File: config.mk
export PLATFORM = sky130hd
export DESIGN_NAME = vec_lane_alu
export DESIGN_NICKNAME = d
export VERILOG_FILES = /design/src/rtl/vec_pkg.sv /design/src/rtl/vec_elem_op.sv /design/src/rtl/vec_lane_alu.sv
export SDC_FILE = /design/constraint.sdc
export NUM_CORES = 1
export LEC_CHECK = 0
export CAP_MARGIN = 20
export CORE_UTILIZATION = 50
export CTS_BUF_LIST = sky130_fd_sc_hd__clkbuf_8
export CTS_CLUSTER_SIZE = 8
export DETAILED_ROUTE_END_ITERATION = 7
export PLACE_DENSITY = 0.8
export REMOVE_ABC_BUFFERS = 1
export SYNTH_ARGS = -nofsm -noshare
export SYNTH_HDL_FRONTEND = slang
export SYNTH_SLANG_ARGS = --single-unit
File: constraint.sdc
create_clock -name clk -period 3.5 [get_ports clk]
set_input_delay 0.875 -clock clk [delete_from_list [all_inputs] [get_ports clk]]
set_output_delay 0.875 -clock clk [all_outputs]
set_load 0.1 [all_outputs]
File: src/rtl/vec_pkg.sv
// Shared types for the element-serial vector ALU: op codes, FSM states, default element width.
package vec_pkg;

  localparam int unsigned ELEM_W_DEF = 8;

  typedef enum logic [2:0] {
    OP_ADD   = 3'b000,
    OP_SUB   = 3'b001,
    OP_AND   = 3'b010,
    OP_OR    = 3'b011,
    OP_XOR   = 3'b100,
    OP_SLL   = 3'b101,
    OP_SRL   = 3'b110,
    OP_PASSA = 3'b111
  } alu_op_t;

  typedef enum logic [1:0] {
    IDLE = 2'd0,
    EXEC = 2'd1,
    DONE = 2'd2
  } alu_state_t;

  function automatic logic is_shift(input alu_op_t op);
    return (op == OP_SLL) || (op == OP_SRL);
  endfunction

endpackage

File: src/rtl/vec_elem_op.sv
// Single-element combinational ALU slice.
// VEC_ALU_SAT_EN: ADD saturates to all-ones on carry, SUB clamps to zero on borrow.
module vec_elem_op
  import vec_pkg::*;
#(
  parameter int unsigned ELEM_W = ELEM_W_DEF
) (
  input  logic [2:0]        op,
  input  logic [ELEM_W-1:0] a,
  input  logic [ELEM_W-1:0] b,
  output logic [ELEM_W-1:0] y
);

  logic [ELEM_W-1:0] add_res;
  logic [ELEM_W-1:0] sub_res;
  logic [2:0]        shamt;

  assign shamt = b[2:0];

`ifdef VEC_ALU_SAT_EN
  logic [ELEM_W:0] sum_ext;
  logic [ELEM_W:0] diff_ext;

  assign sum_ext  = {1'b0, a} + {1'b0, b};
  assign diff_ext = {1'b0, a} - {1'b0, b};
  // Top bit of the extended result is carry out (ADD) or borrow (SUB).
  assign add_res  = sum_ext[ELEM_W] ? '1 : sum_ext[ELEM_W-1:0];
  assign sub_res  = diff_ext[ELEM_W] ? '0 : diff_ext[ELEM_W-1:0];
`else
  assign add_res = a + b;
  assign sub_res = a - b;
`endif

  always_comb begin
    y = '0;
    unique case (alu_op_t'(op))
      OP_ADD:   y = add_res;
      OP_SUB:   y = sub_res;
      OP_AND:   y = a & b;
      OP_OR:    y = a | b;
      OP_XOR:   y = a ^ b;
      OP_SLL:   y = a << shamt;
      OP_SRL:   y = a >> shamt;
      OP_PASSA: y = a;
    endcase
  end

endmodule

File: src/rtl/vec_lane_alu.sv
// Element-serial vector ALU: latches an operand pair, computes one element per cycle,
// then presents the packed result and zero flag on a valid/ready handshake.
module vec_lane_alu
  import vec_pkg::*;
#(
  parameter int unsigned WIDTH  = 24,
  parameter int unsigned ELEM_W = ELEM_W_DEF
) (
  input  logic             clk,
  input  logic             rst,
  input  logic             in_valid,
  output logic             in_ready,
  input  logic [2:0]       op,
  input  logic [WIDTH-1:0] a,
  input  logic [WIDTH-1:0] b,
  output logic             out_valid,
  input  logic             out_ready,
  output logic [WIDTH-1:0] result,
  output logic             zero
);

  localparam int unsigned LANES = WIDTH / ELEM_W;
  localparam int unsigned IDX_W = (LANES > 1) ? $clog2(LANES) : 1;
  localparam logic [IDX_W-1:0] LAST_IDX = IDX_W'(LANES - 1);

  localparam logic [1:0] S_IDLE = IDLE;
  localparam logic [1:0] S_EXEC = EXEC;
  localparam logic [1:0] S_DONE = DONE;

  logic [1:0]       state_q, state_d;
  logic [IDX_W-1:0] idx_q;
  logic [WIDTH-1:0] a_q, b_q, res_q;
  logic [2:0]       op_q;

  logic [ELEM_W-1:0] a_lane [LANES];
  logic [ELEM_W-1:0] b_lane [LANES];
  logic [ELEM_W-1:0] a_cur, b_cur, elem_res;

  for (genvar i = 0; i < LANES; i++) begin : g_lane
    assign a_lane[i] = a_q[i*ELEM_W +: ELEM_W];
    assign b_lane[i] = b_q[i*ELEM_W +: ELEM_W];
  end

  // Shift amount is B[2:0] of the whole operand, applied identically to every lane.
  assign a_cur = a_lane[idx_q];
  assign b_cur = is_shift(alu_op_t'(op_q)) ? b_lane[0] : b_lane[idx_q];

  vec_elem_op #(
    .ELEM_W (ELEM_W)
  ) u_elem_op (
    .op (op_q),
    .a  (a_cur),
    .b  (b_cur),
    .y  (elem_res)
  );

  always_comb begin
    state_d = state_q;
    case (state_q)
      S_IDLE:  if (in_valid) state_d = S_EXEC;
      S_EXEC:  if (idx_q == LAST_IDX) state_d = S_DONE;
      S_DONE:  if (out_ready) state_d = S_IDLE;
      default: state_d = S_IDLE;
    endcase
  end

  always_ff @(posedge clk) begin
    if (rst) begin
      state_q <= S_IDLE;
      idx_q   <= '0;
      a_q     <= '0;
      b_q     <= '0;
      op_q    <= '0;
      res_q   <= '0;
    end else begin
      state_q <= state_d;
      if (state_q == S_IDLE && in_valid) begin
        a_q   <= a;
        b_q   <= b;
        op_q  <= op;
        res_q <= '0;
        idx_q <= '0;
      end
      if (state_q == S_EXEC) begin
        for (int i = 0; i < LANES; i++) begin
          if (idx_q == IDX_W'(i)) res_q[i*ELEM_W +: ELEM_W] <= elem_res;
        end
        idx_q <= (idx_q == LAST_IDX) ? '0 : idx_q + 1'b1;
      end
    end
  end

  assign in_ready  = (state_q == S_IDLE);
  assign out_valid = (state_q == S_DONE);
  assign result    = res_q;
  assign zero      = ~|res_q;

endmodule

==> impl_metrics.csv <==
group,metric,value,unit
outcome,outcome,"finished, final reports clean",
cells_and_area,fill_cells,871,
power,total_power,2.916,mW
timing,hold_violations,0,
cells_and_area,final_common_cell,"nand2_1",
cells_and_area,layout_common_cells,"nand2_1, a21oi_1, dfxtp_1, buf_4, clkdlybuf4s50_1",
die,rows,36,
drt,via_count,5171,
drt,dr.pass1.iters,5,
global_route,grt_usage,30.44,%
global_route,grt_pass1_wl,23.94,mm
die,core_area,9729,um2
critical_path,crit_required,3.73,ns
place,globalplace.congestion,0.9918,
global_route,antenna_found_initial,0,
cells_and_area,areaGrowthSynthToFinish,28.80,%
clocking,cts_buffers,9,
yosys,seq_area_frac_synth,31.77,%
global_route,grt_max_degree,56,
drt,wire_per_inst,17.61,um
power,irDropWorstVdd,254.1,uV
cells_and_area,layout.cells.non_filler,877,
yosys,async_flop_share,0,%
place,place_inst,857,
yosys,synthCells,639,
clocking,cts.clk_slew.worst_paths,0.08,ns
worst_hold_path,hp-class,"flop to flop",
cells_and_area,drive_above_1_share,19.22,%
die,die_area,10360,um2
yosys,synth_top_flop_cell,"dfxtp_1",
critical_path,slowest_stage,"dfxtp_4",
drt,drcViolationCount,0,
timing,worst_pin_slew,0.9800,ns
place,dp.final_hpwl,11.59,mm
die,fp.dieH,101.8,um
clocking,htree_levels,3,
timing,clock.fmax,294.1,MHz
yosys,syn_area_per_cell,7.791,um2
critical_path,critical_path_class,"flop to flop",
clocking,clk_path_buf_depth,2,
critical_path,arrival,3.63,ns
place,port_buffers,81,
cells_and_area,multiInputGateArea,3152,um2
critical_path,r2r_slack,0.1,ns
global_route,grt_pass1_vias,4694,
yosys,synth_area,4979,um2
die,io_pins,82,
critical_path,cp_slowest_stage_delay,0.37,ns
timing,finalCriticalPeriod,3.401,ns
timing,rsz0062_at_grt,"true",
cells_and_area,diodes,0,
drt,ant_nets,0,
yosys,synth.distinct_cells,74,
yosys,ys_seq_elements,79,
critical_path,path_cells,"xor2_4, buf_12, nand2_4, a22oi_2, buf_6, inv_2, nor2_4, a21oi_2, xor2_2, ha_1, buf_6, o21ai_2, a21oi_2, o41ai_2, buf_4, and3_1, mux2i_1, o211ai_1, o32ai_1",
timing,finClkSkew,0.01485,ns
die,die_x,101.8,um
die,initial_utilization,51.17,%
place,dpl-instance-area,6036,um2
power,power_leakage,2.530,nW
run,maxCapViolCount,0,
critical_path,end_kind,"flop",
yosys,yosysTopAreaCell,"dfxtp_1",
power,p_per_area,454.7,nW/um2
clocking,cts_tree,"done",
global_route,globalRouteOverflowTotal,0,
drt,via_per_inst,5.896,
critical_path,start_kind,"flop",
yosys,yosys-top-cells-area,"dfxtp_1, nand2_1, a21oi_1",
critical_path,crit_fanout,4,
clocking,clock_sinks,79,
clocking,cts_root_buf,"clkbuf_8",
timing,finalCritPeriodShare,97.16,%
yosys,yosysTopAreaCellShare,31.77,%
timing,slew_headroom,34.66,%
timing,finalMaxSlewViolations,0,
yosys,synth_edf_count,0,
cells_and_area,nNetsFinal,819,
cells_and_area,seq_area,1594,um2
yosys,synth_warnings,0,
drt,finalWirelength,15.44,mm
timing,setup_viol,0,
clocking,insertion_delay,0.37,ns
drt,drt_iter0_drc,315,
cells_and_area,final_area,6412,um2
-- worst max-delay path: cells and delay by family (launching register included) --
kind / cells / cell delay (ns)
buffers and inverters: 5 / 0.63
xor gates and xnor gates: 2 / 0.43
DFF: 1 / 0.37
and+or+nand+nor: 3 / 0.28
AOI/OAI and AO/OA: 7 / 1.13
adders and majority gates: 1 / 0.33
muxes: 1 / 0.07
-- report_power, final --
part / total [mW] / switching (mW) / internal, mW
sequential: 0.990 / 0.0393 / 0.950
clock: 0.830 / 0.360 / 0.470
combinational: 1.10 / 0.668 / 0.428
-- registers in the layout, summed over array words and instances (netlist names) --
name and count:
b_q 24, result 24, a_q 24, op_q 3, idx_q 2, state_q 2
-- synth_stat cells (3+ instances only) --
cell,number
nor3_1,22
o21a_1,5
nor4_1,8
a22o_1,7
o31ai_1,7
mux2i_1,9
o32ai_1,3
and3_1,4
o21ai_0,11
clkbuf_1,31
nor2_1,29
o22ai_1,8
a211oi_1,5
o21ai_1,6
nand2_1,133
and2b_1,3
a22oi_1,8
a21o_1,4
buf_6,6
nor2b_1,5
a31oi_1,4
buf_4,3
xor2_1,4
nand2b_1,9
nand3_1,16
o22ai_2,3
dfxtp_1,79
a221oi_1,5
nand4b_1,6
a2bb2oi_1,4
a21oi_1,81
xnor2_1,8
inv_1,16
inv_2,4
buf_2,5
ha_1,23
-- metrics by stage --
| stage | hold slack (ns) | setup TNS (ns) | utilization, % | setup WS (ns) |
|---|---|---|---|---|
| floorplan | 0.4260 | -12.08 | - | -0.7778 |
| global placement | 0.4422 | -0.1773 | 62.04 | -0.08241 |
| detailed placement | 0.4462 | -0.3469 | 62.04 | -0.1044 |
| CTS | 0.4579 | 0 | 64.80 | 0.008438 |
| global route | 0.4787 | -0.2729 | 65.91 | -0.1210 |
| finish | 0.4563 | 0 | 65.91 | 0.09923 |
-- kinds of logic after synthesis --
family          count (synthesis)  share of synthesized area (%)
mux                            10                          2.036
simple gates                  253                          23.72
fa+ha+maj                      24                          6.183
xor+xnor                       13                          2.664
buf+inv                        67                          6.308
compound gates                193                          27.32
flops                          79                          31.77
-- layout make-up --
type	count	share of cell area, %
multi-input cells	493	49.15
inverters	22	1.288
clock inverters	6	1.717
well taps	133	2.595
clock buffers	9	1.932
repair buffers	135	18.46
flip-flops and latches	79	24.86
-- metal layers --
layer / GRT usage, % / wire length, um
met1: 40.48 / 6874
met4: 11.93 / 308
met2: 49.17 / 7336
met5: 0 / 0
met3: 5.038 / 920
-- path summary, 6_finish.rpt --
| path | start | to | cells past startpoint |
|---|---|---|---|
| hold reg to reg | a_q[19] | a_q[19] | 2 |
| setup / recovery | op_q[0] | result[23] | 19 |
| hold / removal | a_q[19] | a_q[19] | 2 |
| setup reg to reg | op_q[0] | result[23] | 19 |
-- repair_timing --
item | CTS | global route
pin swaps | 1 | 12
setup endpoints to repair | 6 | 10
setup buffers | 2 | 3
hold buffers | 0 | 0
resized for setup | 3 | 26
gates cloned | 0 | 0
No activity file was read; power rests on OpenSTA's default activity.
